==> config.mk <==
export PLATFORM = sky130hd
export DESIGN_NAME = dmem_responder_flat
export DESIGN_NICKNAME = d
export VERILOG_FILES = /design/src/rtl/dmem_pkg.sv /design/src/rtl/dmem_if.sv /design/src/rtl/load_extend.sv /design/src/rtl/dmem_responder.sv /design/src/flat_wrapper.sv
export SDC_FILE = /design/constraint.sdc
export NUM_CORES = 2
export LEC_CHECK = 0
export CELL_PAD_IN_SITES_DETAIL_PLACEMENT = 0
export CELL_PAD_IN_SITES_GLOBAL_PLACEMENT = 1
export CORE_MARGIN = 1.5
export CORE_UTILIZATION = 35
export DETAILED_ROUTE_END_ITERATION = 12
export GPL_ROUTABILITY_DRIVEN = 0
export PLACE_DENSITY = 0.62
export SLEW_MARGIN = 20
export SYNTH_ARGS = -nofsm -noshare
export SYNTH_HDL_FRONTEND = slang
export SYNTH_HIERARCHICAL = 1
export SYNTH_SLANG_ARGS = --single-unit
export TNS_END_PERCENT = 50
==> constraint.sdc <==
create_clock -name clk -period 3.95 [get_ports clk]
set_input_delay 0.79 -clock clk [delete_from_list [all_inputs] [get_ports clk]]
set_output_delay 0.79 -clock clk [all_outputs]
set_load 0.01 [all_outputs]
==> src/rtl/dmem_pkg.sv <==
// Shared types and encodings for the data-memory responder.
// Misalignment trapping is enabled by defining DMEM_MISALIGN_TRAP_EN.
package dmem_pkg;

    typedef enum logic [1:0] {
        IDLE = 2'b00,
        WAIT = 2'b01,
        RESP = 2'b10
    } state_e;

    // Instr27_26 op classes
    localparam logic [1:0] OpExtra    = 2'b00;
    localparam logic [1:0] OpWordByte = 2'b01;

    // Instr6_5 extra-transfer types
    localparam logic [1:0] ExtNone  = 2'b00;
    localparam logic [1:0] ExtHalfU = 2'b01;
    localparam logic [1:0] ExtByteS = 2'b10;
    localparam logic [1:0] ExtHalfS = 2'b11;

    typedef enum logic [2:0] {
        LdNone  = 3'd0,
        LdWord  = 3'd1,
        LdByteU = 3'd2,
        LdHalfU = 3'd3,
        LdByteS = 3'd4,
        LdHalfS = 3'd5
    } load_type_e;

    typedef struct packed {
        logic        we;
        logic [31:0] adr;
        logic [3:0]  be;
        logic [1:0]  cls;
        logic [1:0]  ext;
        logic [31:0] wdata;
    } req_t;

    function automatic load_type_e decode_load(input logic [1:0] cls, input logic [1:0] ext,
                                               input logic [3:0] be);
        load_type_e t;
        t = LdNone;
        if (cls == OpWordByte) begin
            if (be == 4'b1111) begin
                t = LdWord;
            end else if (be inside {4'b0001, 4'b0010, 4'b0100, 4'b1000}) begin
                t = LdByteU;
            end
        end else if (cls == OpExtra) begin
            case (ext)
                ExtHalfU: t = LdHalfU;
                ExtByteS: t = LdByteS;
                ExtHalfS: t = LdHalfS;
                default:  t = LdNone;
            endcase
        end
        return t;
    endfunction

    // Any encoding that is neither a load nor a store is a no-op.
    function automatic logic is_valid_op(input logic [1:0] cls, input logic [1:0] ext);
        return (cls == OpWordByte) || ((cls == OpExtra) && (ext != ExtNone));
    endfunction

endpackage

==> src/rtl/dmem_if.sv <==
// Core-to-data-memory bus; err exists only when DMEM_MISALIGN_TRAP_EN is defined.
interface dmem_if;
    logic        req;
    logic        we;
    logic [31:0] adr;
    logic [3:0]  byteEnable;
    logic [1:0]  Instr27_26;
    logic [1:0]  Instr6_5;
    logic [31:0] wdata;
    logic        ready;
    logic [31:0] rdata;
`ifdef DMEM_MISALIGN_TRAP_EN
    logic        err;
`endif

    modport master (
        output req, we, adr, byteEnable, Instr27_26, Instr6_5, wdata,
        input  ready, rdata
`ifdef DMEM_MISALIGN_TRAP_EN
        , input err
`endif
    );

    modport slave (
        input  req, we, adr, byteEnable, Instr27_26, Instr6_5, wdata,
        output ready, rdata
`ifdef DMEM_MISALIGN_TRAP_EN
        , output err
`endif
    );
endinterface

==> src/rtl/load_extend.sv <==
// Selects the addressed lane of a memory word and zero/sign-extends it.
module load_extend
    import dmem_pkg::*;
(
    input  logic [31:0] word_i,
    input  logic [1:0]  offset_i,
    input  load_type_e  type_i,
    output logic [31:0] data_o
);

    logic [31:0] shifted;

    assign shifted = word_i >> {offset_i, 3'b000};

    always_comb begin
        data_o = '0;
        unique case (type_i)
            LdWord:  data_o = word_i;
            LdByteU: data_o = {24'b0, shifted[7:0]};
            LdHalfU: data_o = {16'b0, shifted[15:0]};
            LdByteS: data_o = {{24{shifted[7]}}, shifted[7:0]};
            LdHalfS: data_o = {{16{shifted[15]}}, shifted[15:0]};
            default: data_o = '0;
        endcase
    end

endmodule

==> src/rtl/dmem_responder.sv <==
// Wait-stated data-memory responder with byte-lane stores and extending loads.
// Optional misalignment trap: define DMEM_MISALIGN_TRAP_EN.
module dmem_responder
    import dmem_pkg::*;
#(
    parameter int unsigned DEPTH_WORDS = 64,
    parameter int unsigned WAIT_STATES = 2
) (
    input logic   clk,
    input logic   reset,
    dmem_if.slave bus
);

    localparam int unsigned AdrW    = (DEPTH_WORDS > 1) ? $clog2(DEPTH_WORDS) : 1;
    localparam logic [3:0]  WaitCnt = 4'(WAIT_STATES);

    state_e      state_q, state_d;
    logic [3:0]  cnt_q, cnt_d;
    req_t        req_q, req_d;

    logic [31:0]     mem_q [DEPTH_WORDS];
    logic [AdrW-1:0] widx;
    logic [31:0]     rd_word;
    logic [31:0]     ext_data;
    load_type_e      ld_type;
    logic            wr_block;
    logic            wr_en;
    logic            unused_adr;

    always_comb begin
        state_d = state_q;
        cnt_d   = cnt_q;
        req_d   = req_q;
        unique case (state_q)
            IDLE: begin
                if (bus.req) begin
                    req_d = '{we:    bus.we,
                              adr:   bus.adr,
                              be:    bus.byteEnable,
                              cls:   bus.Instr27_26,
                              ext:   bus.Instr6_5,
                              wdata: bus.wdata};
                    cnt_d   = '0;
                    state_d = (WaitCnt == 4'd0) ? RESP : WAIT;
                end
            end
            WAIT: begin
                cnt_d = cnt_q + 4'd1;
                if (cnt_d == WaitCnt) begin
                    cnt_d   = '0;
                    state_d = RESP;
                end
            end
            RESP: begin
                // A req held through RESP is picked up on the following IDLE cycle.
                state_d = IDLE;
            end
            default: begin
                state_d = IDLE;
                cnt_d   = '0;
            end
        endcase
    end

    always_ff @(posedge clk or negedge reset) begin
        if (!reset) begin
            state_q <= IDLE;
            cnt_q   <= '0;
            req_q   <= '0;
        end else begin
            state_q <= state_d;
            cnt_q   <= cnt_d;
            req_q   <= req_d;
        end
    end

    // High address bits wrap onto the storage array.
    assign widx       = req_q.adr[AdrW+1:2];
    assign unused_adr = ^req_q.adr[31:AdrW+2];

`ifdef DMEM_MISALIGN_TRAP_EN
    logic misalign;

    always_comb begin
        misalign = 1'b0;
        if ((req_q.cls == OpExtra) && ((req_q.ext == ExtHalfU) || (req_q.ext == ExtHalfS))) begin
            misalign = req_q.adr[0];
        end else if ((req_q.cls == OpWordByte) && (req_q.be == 4'b1111)) begin
            misalign = (req_q.adr[1:0] != 2'b00);
        end
    end

    assign wr_block = misalign;
    assign bus.err  = (state_q == RESP) && misalign;
`else
    assign wr_block = 1'b0;
`endif

    assign wr_en = (state_q == RESP) && req_q.we && is_valid_op(req_q.cls, req_q.ext) && !wr_block;

    // Storage is deliberately not reset; an abandoned request never reaches RESP.
    always_ff @(posedge clk) begin
        if (wr_en) begin
            for (int i = 0; i < 4; i++) begin
                if (req_q.be[i]) begin
                    mem_q[widx][8*i +: 8] <= req_q.wdata[8*i +: 8];
                end
            end
        end
    end

    assign rd_word = mem_q[widx];
    assign ld_type = req_q.we ? LdNone : decode_load(req_q.cls, req_q.ext, req_q.be);

    load_extend u_load_extend (
        .word_i   (rd_word),
        .offset_i (req_q.adr[1:0]),
        .type_i   (ld_type),
        .data_o   (ext_data)
    );

    assign bus.ready = (state_q == RESP);
    assign bus.rdata = (state_q == RESP) ? ext_data : 32'h0;

endmodule

==> src/flat_wrapper.sv <==
// flat-port wrapper written by rule: the top's interface ports become plain ports
module dmem_responder_flat import dmem_pkg::*;
#(
    parameter int unsigned DEPTH_WORDS = 64,
    parameter int unsigned WAIT_STATES = 2
)
  (clk, reset, bus_req, bus_we, bus_adr, bus_byteEnable, bus_Instr27_26, bus_Instr6_5, bus_wdata, bus_ready, bus_rdata);
  dmem_if bus_i ();
  input logic clk;
  input logic reset;
  input wire logic [$bits(bus_i.req)-1:0] bus_req;
  input wire logic [$bits(bus_i.we)-1:0] bus_we;
  input wire logic [$bits(bus_i.adr)-1:0] bus_adr;
  input wire logic [$bits(bus_i.byteEnable)-1:0] bus_byteEnable;
  input wire logic [$bits(bus_i.Instr27_26)-1:0] bus_Instr27_26;
  input wire logic [$bits(bus_i.Instr6_5)-1:0] bus_Instr6_5;
  input wire logic [$bits(bus_i.wdata)-1:0] bus_wdata;
  output wire logic [$bits(bus_i.ready)-1:0] bus_ready;
  output wire logic [$bits(bus_i.rdata)-1:0] bus_rdata;
  assign bus_i.req = bus_req;
  assign bus_i.we = bus_we;
  assign bus_i.adr = bus_adr;
  assign bus_i.byteEnable = bus_byteEnable;
  assign bus_i.Instr27_26 = bus_Instr27_26;
  assign bus_i.Instr6_5 = bus_Instr6_5;
  assign bus_i.wdata = bus_wdata;
  assign bus_ready = bus_i.ready;
  assign bus_rdata = bus_i.rdata;
  dmem_responder #(.DEPTH_WORDS(DEPTH_WORDS), .WAIT_STATES(WAIT_STATES)) u_core (.clk(clk), .reset(reset), .bus(bus_i));
endmodule
==> results.tsv <==
metric	value	unit
crit_type	register to output port	
numCtsBuffers	215	
drive_gt1_frac	0.2892	
status	finished with violations	
setup_violations	32	
slew_viol_final	0	
syn_inst	4893	
timing.rr.start	u_core/req_q[44]	
fin_area	0.1020	sq mm
synth-seq-area-share	0.7673	
start_kind	register	
die_w	486.9	um
cts_max_level	4	
grt_pass1_wl	398500	um
p_per_area	819.5	mW/mm^2
maxCapViolations	0	
vias_per_cell	5.779	
std_cell_rows	177	
maxSlewHeadroom	0.2341	
hp-class	input pin to async pin	
fin_cells	9059	
syn_nets	4971	
syn_avg_cell_area	16.75	sq um
drc	0	
fin_crit_sh	1.420	
antenna_left	0	
grt_max_degree	66	
tritoncts	yes	
synth_common_cells	edfxtp_1, a221oi_1, nor2_1, a22oi_1, clkbuf_1	
yosysMostFrequentCell	edfxtp_1	
crit_path_end	bus_rdata[12]	
initial_core_util	0.3521	
synth_top_flop_cell	edfxtp_1	
area.growth.synth_to_final	24.44	%
clkTransAtPathRegs	60	ps
fin_ws	-1658	ps
synthArstFlopShare	0.02615	
antenna_found_initial	12	
grt_pass1_vias	51160	
failed_checks	negative setup slack	
end_kind	output port	
grt_overflow	0	
post-route-min-period	5608	ps
r2r-end	u_core/mem_q[51][13]	
dr.pass1.iters	5	
drt_wl_total	287400	um
worst-path-max-fanout	7	
peakVddDrop	0.7178	mV
die_area	0.2370	sq mm
clk-insertion-delay-late	850	ps
ctsRootBufferMaster	clkbuf_16	
io_pins	109	
fmax	178.3	MHz
synth_top_area_frac	0.7505	
r2r_slack	330	ps
worst_ep_arrival_time	4820	ps
synth_cell_types	67	
core	0.2328	sq mm
placed_area	0.09269	sq mm
dpl.cell_count	8595	
rsz0062_at_grt	yes	
p_leak	0.03326	uW
startpoint	u_core/req_q[44]	
vias	52350	
final_hold_viol_count	0	
clock-skew-final	35.78	ps
critPathRequiredTime	3160	ps
io_buffers	84	
worst_r2r_path_depth	7	
yosys.area.top_type	edfxtp_1	
worstMarginPinSlew	1149	ps
place_hpwl	192800	um
grt_usage	0.2388	
synth_seq_cells	2103	
die_h	486.9	um
synth_warnings	6	
synth_edf_count	2048	
synth_area	0.08194	sq mm
synth_area_leaders	edfxtp_1, a221oi_1, a22oi_1, nor2_1, mux2i_1	
clock_path_buffers	3	
wl_per_cell	31.73	um
hold_ws	473.0	ps
fin_nets	5820	
first_iter_violations	6647	
cts.sinks	2103	
## cell usage in the layout, fill, tap and decap left out, types with 12 or more instances in the layout
cell type        Yosys  routed
nand4_1             16      16
edfxtp_1          2048    2048
buf_8                0      17
o21ai_0            106      75
a22oi_1            262     251
o221ai_1            19      17
clkdlybuf4s50_1      0      51
clkbuf_16            0     218
buf_12               0      86
a21oi_1             85      78
buf_4               27     771
o32ai_1             17      15
a2111oi_2            8      13
buf_2               87      23
o22ai_1            131     120
buf_6               12      48
nor3_2               2      12
clkinv_2             0      35
clkbuf_1           230      51
nor2_1             457     441
dfrtp_1             55      20
a22o_1              46      46
mux4_2              63      63
o21ai_1             28      48
mux2_2             107     107
a221oi_1           472     403
nand2_1            155     149
dfrtp_2              0      31
clkinv_1             0      52
nor3_1              41      28
nand2b_1            30      28
a221oi_2             1      60
and2_1              34      33
o211ai_1            14      14
nor2_4               0      13
bufinv_16            0      15
o21ai_2              8      19
mux2i_1            148     134
## per-stage QoR
| stage | util | setup TNS, ps | power (uW) | worst slack (ps) |
|---|---|---|---|---|
| after floorplan | - | -195.8 | 42980 | -30.91 |
| after global placement | 0.3981 | -45600 | 60040 | -2465 |
| after detailed placement | 0.3982 | -40870 | 60300 | -1562 |
| after CTS | 0.4372 | -49730 | 83010 | -1591 |
| after global routing | 0.4380 | -53910 | 85770 | -1770 |
| final | 0.4381 | -50610 | 83560 | -1658 |
## flip-flops by register name, indices dropped and copies added (netlist names)
signal	count
u_core/mem_q	2048
u_core/state_q	2
u_core/cnt_q	4
u_core/req_q	49
## logic make-up after synthesis
kind of cell	after synthesis	synth area share
mux	320	0.05037
buf+inv	401	0.02203
compound gates	1257	0.1163
xor+xnor	5	0.0005344
flops	2103	0.7673
simple gates	805	0.04312
fa+ha+maj	2	0.0003053
## critical path, cell delays in order (launching register included)
cell and delay, ps:
dfrtp_4 520, buf_12 160, buf_6 110, nor2b_4 70, buf_12 170, buf_4 140, a221oi_1 280, buf_4 150
nor2_1 40, o21ai_2 160, nand2_4 80, or4_4 660, mux4_2 520, and2b_2 240, buf_12 150, nor2_4 100
a2111oi_4 80, and2_1 170, buf_2 130
## area by class of cell
cell class	instances	area [sq um]
well taps	3132	3919
multi-input cells	2390	18710
fillers	20560	130800
diodes	7	17.52
repair buffers	1024	9547
flip-flops and latches	2103	62930
inverters	8	45.04
clock buffers	274	5715
clock inverters	121	1089
## per-layer routing
metal / up-vias / part of all wire / GRT usage
li1: 21850 / - / -
met1: 27440 / 0.40 / 0.3165
met2: 2526 / 0.46 / 0.3738
met3: 522 / 0.093 / 0.05682
met4: 15 / 0.048 / 0.1032
met5: - / 0.0013 / 0.005920
## how the worst min path moves through the flow
| stage | from | endpoint | slack [ps] |
|---|---|---|---|
| after global placement | u_core/req_q[7] | u_core/req_q[7] | 560 |
| final | reset | u_core/req_q[47] | 470 |
| after floorplan | reset | u_core/cnt_q[0] | 490 |
| after CTS | reset | u_core/req_q[47] | 460 |
| after global routing | reset | u_core/req_q[46] | 490 |
| after detailed placement | u_core/req_q[7] | u_core/req_q[7] | 560 |
## power breakdown
group / internal [uW] / total, uW / switching (uW)
logic: 13100 / 33400 / 20300
registers: 28100 / 30500 / 2410
clock network: 11200 / 19600 / 8470
## repair_timing
item                                    CTS  global route
pin swaps                               101            26
gates resized for setup                 457            37
endpoints found under the hold margin    55             0
hold buffers                              1             0
endpoints found under the setup margin   32            32
cloned                                   14             0
buffers inserted                         54             0
Power figures use the tool's default switching activity.
